## src/rtl/dcache_scrub_pkg.sv

```systemverilog
//============================================================================
// dcache_scrub_pkg: shared types for the dcache ECC patrol scrubber.
// Rev 1.0
//============================================================================
`default_nettype none

package dcache_scrub_pkg;

  localparam int CE_COUNT_WIDTH   = 16;
  localparam int SCRUB_TAG_WIDTH  = 44;
  localparam int SCRUB_LINE_WIDTH = 128;

  typedef enum logic [1:0] {
    SCRUB_IDLE = 2'd0,
    SCRUB_WAIT = 2'd1,
    SCRUB_READ = 2'd2,
    SCRUB_FIX  = 2'd3
  } scrub_state_e;

  typedef struct packed {
    logic                        valid;
    logic                        dirty;
    logic [SCRUB_TAG_WIDTH-1:0]  tag;
    logic [SCRUB_LINE_WIDTH-1:0] data;
  } scrub_line_t;

endpackage

`default_nettype wire

```

## src/rtl/dcache_scrub_way_sel.sv

```systemverilog
//============================================================================
// dcache_scrub_way_sel: lowest-index pick among ways that are correctable
// and free of uncorrectable errors.  Rev 1.0
//============================================================================
`default_nettype none

module dcache_scrub_way_sel #(
  parameter int NR_WAYS = 8
) (
  input  logic [NR_WAYS-1:0] ce_i,
  input  logic [NR_WAYS-1:0] ue_i,
  output logic               found_o,
  output logic [NR_WAYS-1:0] onehot_o
);

  logic [NR_WAYS-1:0] cand;

  always_comb begin
    cand     = ce_i & ~ue_i;
    found_o  = |cand;
    // Two's-complement trick isolates the least significant set bit.
    onehot_o = cand & (~cand + NR_WAYS'(1));
  end

endmodule

`default_nettype wire

```

## src/rtl/dcache_ecc_scrubber.sv

```systemverilog
//============================================================================
// dcache_ecc_scrubber: background patrol scrubber for the ECC data cache.
// Define DCACHE_SCRUB_UE_LOG_EN for a sticky first-UE log.  Rev 1.0
//============================================================================
`default_nettype none

module dcache_ecc_scrubber
  import dcache_scrub_pkg::*;
#(
  parameter int NR_WAYS        = 8,
  parameter int NUM_SETS       = 256,
  parameter int INDEX_WIDTH    = $clog2(NUM_SETS),
  parameter int LINE_WIDTH     = SCRUB_LINE_WIDTH,
  parameter int TAG_WIDTH      = SCRUB_TAG_WIDTH,
  parameter int INTERVAL_WIDTH = 16
) (
  input  logic                          clk_i,
  input  logic                          rst_ni,
  input  logic                          enable_i,
  input  logic [INTERVAL_WIDTH-1:0]     interval_i,
  output logic [NR_WAYS-1:0]            req_o,
  input  logic                          gnt_i,
  output logic [INDEX_WIDTH-1:0]        index_o,
  output logic                          we_o,
  output logic [TAG_WIDTH-1:0]          wdata_tag_o,
  output logic [LINE_WIDTH-1:0]         wdata_data_o,
  output logic                          wdata_valid_o,
  output logic                          wdata_dirty_o,
  input  logic [NR_WAYS*TAG_WIDTH-1:0]  rd_tag_i,
  input  logic [NR_WAYS*LINE_WIDTH-1:0] rd_data_i,
  input  logic [NR_WAYS-1:0]            rd_valid_i,
  input  logic [NR_WAYS-1:0]            rd_dirty_i,
  input  logic [NR_WAYS-1:0]            ce_i,
  input  logic [NR_WAYS-1:0]            ue_i,
  output logic                          busy_o,
  output logic                          sweep_done_o,
  output logic [CE_COUNT_WIDTH-1:0]     ce_count_o,
`ifdef DCACHE_SCRUB_UE_LOG_EN
  input  logic                          ue_clear_i,
  output logic                          ue_valid_o,
  output logic [INDEX_WIDTH-1:0]        ue_index_o,
  output logic [NR_WAYS-1:0]            ue_way_o,
`endif
  output logic                          ue_o
);

  scrub_state_e                state_q, state_d;
  logic [INDEX_WIDTH-1:0]      index_q, index_d;
  logic [INTERVAL_WIDTH-1:0]   gap_q, gap_d;
  logic [CE_COUNT_WIDTH-1:0]   ce_count_q, ce_count_d;
  logic                        fix_found;
  logic [NR_WAYS-1:0]          fix_way;
  scrub_line_t                 sel_line, wline;

  dcache_scrub_way_sel #(.NR_WAYS(NR_WAYS)) u_way_sel (
    .ce_i     (ce_i),
    .ue_i     (ue_i),
    .found_o  (fix_found),
    .onehot_o (fix_way)
  );

  always_comb begin
    sel_line = '0;
    for (int w = 0; w < NR_WAYS; w++) begin
      if (fix_way[w]) begin
        sel_line.valid = rd_valid_i[w];
        sel_line.dirty = rd_dirty_i[w];
        sel_line.tag   = rd_tag_i[w*TAG_WIDTH +: TAG_WIDTH];
        sel_line.data  = rd_data_i[w*LINE_WIDTH +: LINE_WIDTH];
      end
    end
  end

  always_comb begin
    state_d      = state_q;
    index_d      = index_q;
    gap_d        = gap_q;
    ce_count_d   = ce_count_q;
    req_o        = '0;
    we_o         = 1'b0;
    index_o      = '0;
    wline        = '0;
    sweep_done_o = 1'b0;
    ue_o         = 1'b0;
    busy_o       = (state_q != SCRUB_IDLE);

    case (state_q)
      SCRUB_IDLE: begin
        if (enable_i) begin
          gap_d   = interval_i;
          state_d = (interval_i == '0) ? SCRUB_READ : SCRUB_WAIT;
        end
      end
      SCRUB_WAIT: begin
        gap_d = gap_q - INTERVAL_WIDTH'(1);
        if (!enable_i)                          state_d = SCRUB_IDLE;
        else if (gap_q == INTERVAL_WIDTH'(1))   state_d = SCRUB_READ;
      end
      SCRUB_READ: begin
        req_o   = '1;
        index_o = index_q;
        if (gnt_i)          state_d = SCRUB_FIX;
        else if (!enable_i) state_d = SCRUB_IDLE;
      end
      SCRUB_FIX: begin
        index_o = index_q;
        ue_o    = |ue_i;
        if (fix_found) begin
          // Write back in the data-return cycle; a lost grant forces a re-read.
          req_o = fix_way;
          we_o  = 1'b1;
          wline = sel_line;
          if (gnt_i && (ce_count_q != '1)) ce_count_d = ce_count_q + CE_COUNT_WIDTH'(1);
          state_d = enable_i ? SCRUB_READ : SCRUB_IDLE;
        end else begin
          index_d      = index_q + INDEX_WIDTH'(1);
          sweep_done_o = (index_q == INDEX_WIDTH'(NUM_SETS - 1));
          if (enable_i) begin
            gap_d   = interval_i;
            state_d = (interval_i == '0) ? SCRUB_READ : SCRUB_WAIT;
          end else begin
            state_d = SCRUB_IDLE;
          end
        end
      end
      default: state_d = SCRUB_IDLE;
    endcase
  end

  always_ff @(posedge clk_i or negedge rst_ni) begin
    if (!rst_ni) begin
      state_q    <= SCRUB_IDLE;
      index_q    <= '0;
      gap_q      <= '0;
      ce_count_q <= '0;
    end else begin
      state_q    <= state_d;
      index_q    <= index_d;
      gap_q      <= gap_d;
      ce_count_q <= ce_count_d;
    end
  end

  assign ce_count_o    = ce_count_q;
  assign wdata_tag_o   = wline.tag;
  assign wdata_data_o  = wline.data;
  assign wdata_valid_o = wline.valid;
  assign wdata_dirty_o = wline.dirty;

`ifdef DCACHE_SCRUB_UE_LOG_EN
  logic                   ue_found;
  logic [NR_WAYS-1:0]     ue_low;
  logic                   ue_valid_q, ue_valid_d;
  logic [INDEX_WIDTH-1:0] ue_index_q, ue_index_d;
  logic [NR_WAYS-1:0]     ue_way_q, ue_way_d;

  dcache_scrub_way_sel #(.NR_WAYS(NR_WAYS)) u_ue_sel (
    .ce_i     (ue_i),
    .ue_i     ({NR_WAYS{1'b0}}),
    .found_o  (ue_found),
    .onehot_o (ue_low)
  );

  always_comb begin
    ue_valid_d = ue_valid_q;
    ue_index_d = ue_index_q;
    ue_way_d   = ue_way_q;
    if (ue_clear_i) ue_valid_d = 1'b0;
    // A clear in the same cycle as a new UE lets the new one land.
    if ((state_q == SCRUB_FIX) && ue_found && (!ue_valid_q || ue_clear_i)) begin
      ue_valid_d = 1'b1;
      ue_index_d = index_q;
      ue_way_d   = ue_low;
    end
  end

  always_ff @(posedge clk_i or negedge rst_ni) begin
    if (!rst_ni) begin
      ue_valid_q <= 1'b0;
      ue_index_q <= '0;
      ue_way_q   <= '0;
    end else begin
      ue_valid_q <= ue_valid_d;
      ue_index_q <= ue_index_d;
      ue_way_q   <= ue_way_d;
    end
  end

  assign ue_valid_o = ue_valid_q;
  assign ue_index_o = ue_index_q;
  assign ue_way_o   = ue_way_q;
`endif

endmodule

`default_nettype wire

```

## config.mk

```make
export PLATFORM = sky130hd
export DESIGN_NAME = dcache_ecc_scrubber
export DESIGN_NICKNAME = d
export VERILOG_FILES = /design/src/rtl/dcache_scrub_pkg.sv /design/src/rtl/dcache_scrub_way_sel.sv /design/src/rtl/dcache_ecc_scrubber.sv
export SDC_FILE = /design/constraint.sdc
export NUM_CORES = 1
export LEC_CHECK = 0
export ABC_AREA = 1
export ABC_CLOCK_PERIOD_IN_PS = 8760
export CORE_AREA = 2 2 634 636
export DETAILED_ROUTE_END_ITERATION = 6
export DIE_AREA = 0 0 636 638
export PLACE_DENSITY = 0.3
export SYNTH_ARGS = -nofsm -noshare
export SYNTH_HDL_FRONTEND = slang
export SYNTH_HIERARCHICAL = 1
export SYNTH_SLANG_ARGS = --single-unit
export TNS_END_PERCENT = 1
```

## constraint.sdc

```tcl
create_clock -name clk_i -period 8.76 [get_ports clk_i]
set_clock_uncertainty 0.15 [all_clocks]
set_input_delay 2.19 -clock clk_i [delete_from_list [all_inputs] [get_ports clk_i]]
set_output_delay 2.19 -clock clk_i [all_outputs]
set_load 0.05 [all_outputs]
```

==> results.yml <==
outcome:
  status: "completed"
grt:
  grt-ovfl-total: 0
  grt_usage: 0.1613
  antenna_found_initial: 279
  grt_max_degree: 106
  grt_pass1_vias: 32910
  grt_pass1_wl_um: 415900
clocking:
  cts-htree-levels: 2
  cts_tree: "built"
  cts_root_buf: "clkbuf_16"
  clk_pin_slew_ns: 0.08
  cts-buffers-inserted: 5
  cts_num_sinks: 42
  worstSkewPairLatency_ns: 0.32
  post_cts.repair.setup_buffers: 0
  cts_hold_buffers: 0
  postCtsResizedCells: 0
  clockBufferDepth: 2
place:
  place_ws_ns: 0.1930
  port-buffer-count: 1637
  place_congestion: 0.8606
  dp_cells: 10420
  dp.final_hpwl_um: 304800
job:
  cap_violations: 0
critical_path:
  crit_arrival_ns: 5.96
  path_common_cell: "nand2_1"
  crit_chain: "clkdlybuf4s50_1 > nand2_1 > nand2_2 > nor2_4 > nand2_1 > buf_4 > nand2_1 > o21ai_0 > clkdlybuf4s50_1"
  slowest_delay_ns: 0.98
  worst-path-buf-inv: 3
  path_max_fanout: 7
  cp-start-kind: "input pin"
  crit_type: "in -> out"
  path_delay_family: "buffers and inverters"
  crit_slowest_cell: "o21ai_0"
  worst-endpoint-required_ns: 6.42
  crit_path_end_kind: "output port"
final_layout:
  drive_above_1_share: 0.08496
  final_common_cell: "clkdlybuf4s50_1"
  area_growth_pct: 146.1
  fin_cells: 10490
  nets: 6598
  most-common-layout-cells: "clkdlybuf4s50_1, nand2_1, a21oi_1"
drt:
  first_pass_iters: 6
  wl_per_cell_um: 32.64
  drt_wl_total_um: 342300
  drc_errors: 0
  viasPerCell: 3.116
  antenna_left: 0
  drtIter0Drc: 1974
  via_count: 32670
sta:
  slew_violations: 0
  tightest_slew_ns: 1.108
  rsz0062_at_grt: "false"
  setup_viol: 0
  postLayoutSetupSlackWorst_ns: 0.4630
  period_share: 0.9471
  timing.hold.ws_ns: 0.3645
  fin_tns_setup_ns: 0
  fmax_ghz: 0.1205
  maxSlewHeadroom: 0.2532
  hold_violations: 0
  final.min_clock_period_ns: 8.297
worst_hold_path:
  hp-class: "reg -> reg"
die:
  initial_core_util: 0.04281
  core_area_mm2: 0.3986
  dieArea_mm2: 0.4058
  fp.dieW_um: 636
  pin_count: 1638
  die_h_um: 638
  rows: 232
synthesis:
  netlist_area_mm2: 0.01706
  synthFlopType: "dfrtp_1"
  synthCells: 3706
  yosys_warnings: 6
  avgSynthCellArea_um2: 4.604
  synth_seq_cells: 42
  synth_edf_count: 0
  synth.distinct_cells: 34
  yosysSeqAreaShare: 0.06160
  synthArstFlopShare: 1.000
  syn-num-nets: 5138
power_and_ir_drop:
  p_leak_uw: 0.01640
  ir_worst_vdd_v: 0.00007172
  cellPowerDensity_mw_per_mm2: 102.6
  total_power_uw: 4308
-- cells in the mapped netlist (all sizes together) (3+ instances only) --
cell    count  area [um2]
a22oi       3       22.52
nor2      211       814.5
nand3     343        1717
ha          4       50.05
xnor2       3       26.28
buf        70       316.6
or2       104       650.6
nor3       13       75.07
nand2    1306        4932
xor2       16       140.1
nor4        3       18.77
clkbuf    237       889.6
inv       345        1295
a21oi     777        3889
o21ai     217        1086
nand4       4       25.02
dfrtp      42        1051
-- through the flow --
stage / util / instance area [um2]
2_1_floorplan: - / 17060
5_1_grt: 0.1052 / 41910
3_5_place_dp: 0.1047 / 41710
4_1_cts: 0.1050 / 41860
6_report: 0.1054 / 41990
3_3_place_gp: 0.1047 / 41710
-- sequential cells by signal (all words and copies together), names as in the netlist --
signal,count
index_q,8
state_q,2
ce_count_o,16
gap_q,16
-- cell type report --
cell class | instances | area, um2
Antenna cell | 55 | 137.6
Clock buffer | 5 | 125.1
Clock inverter | 3 | 21.27
Fill cell | 46940 | 356600
Inverter | 345 | 1338
Multi-Input combinational cell | 3012 | 13570
Sequential cell | 42 | 1051
Tap cell | 5265 | 6588
Timing Repair Buffer | 1760 | 19170
-- power breakdown --
part / switching [uW] / internal [uW] / leakage (uW)
registers: 110 / 268 / 0.000519
clock network: 110 / 107 / 0.0000701
logic: 2330 / 1390 / 0.0158
-- path summary, 6_finish.rpt --
path	cells past startpoint	startpoint	to	slack, ns
setup / recovery	9	ce_i[2]	req_o[0]	0.46
hold / removal	1	index_q[7]	index_q[7]	0.36
setup reg to reg	10	state_q[1]	ce_count_o[2]	4.88
hold reg to reg	1	index_q[7]	index_q[7]	0.36
max in group asynchronous	2	rst_ni	gap_q[4]	6.09
min in group asynchronous	2	rst_ni	ce_count_o[4]	1.86
-- per-layer routing --
layer / part of all wire / GRT usage
met1: 0.36 / 0.1684
met2: 0.54 / 0.3168
met3: 0.081 / 0.05373
met4: 0.017 / 0.01830
met5: 0.0017 / 0
-- cells by family after synthesis --
kind of cell,after synthesis,synth area share
and+or+nand+nor,1986,0.4834
muxes,1,0.0006600
AOI/OAI and AO/OA,1002,0.2951
buffers and inverters,652,0.1466
DFF,42,0.06160
adders and majority gates,4,0.002934
xor gates and xnor gates,19,0.009754
Power figures use the tool's default switching activity.
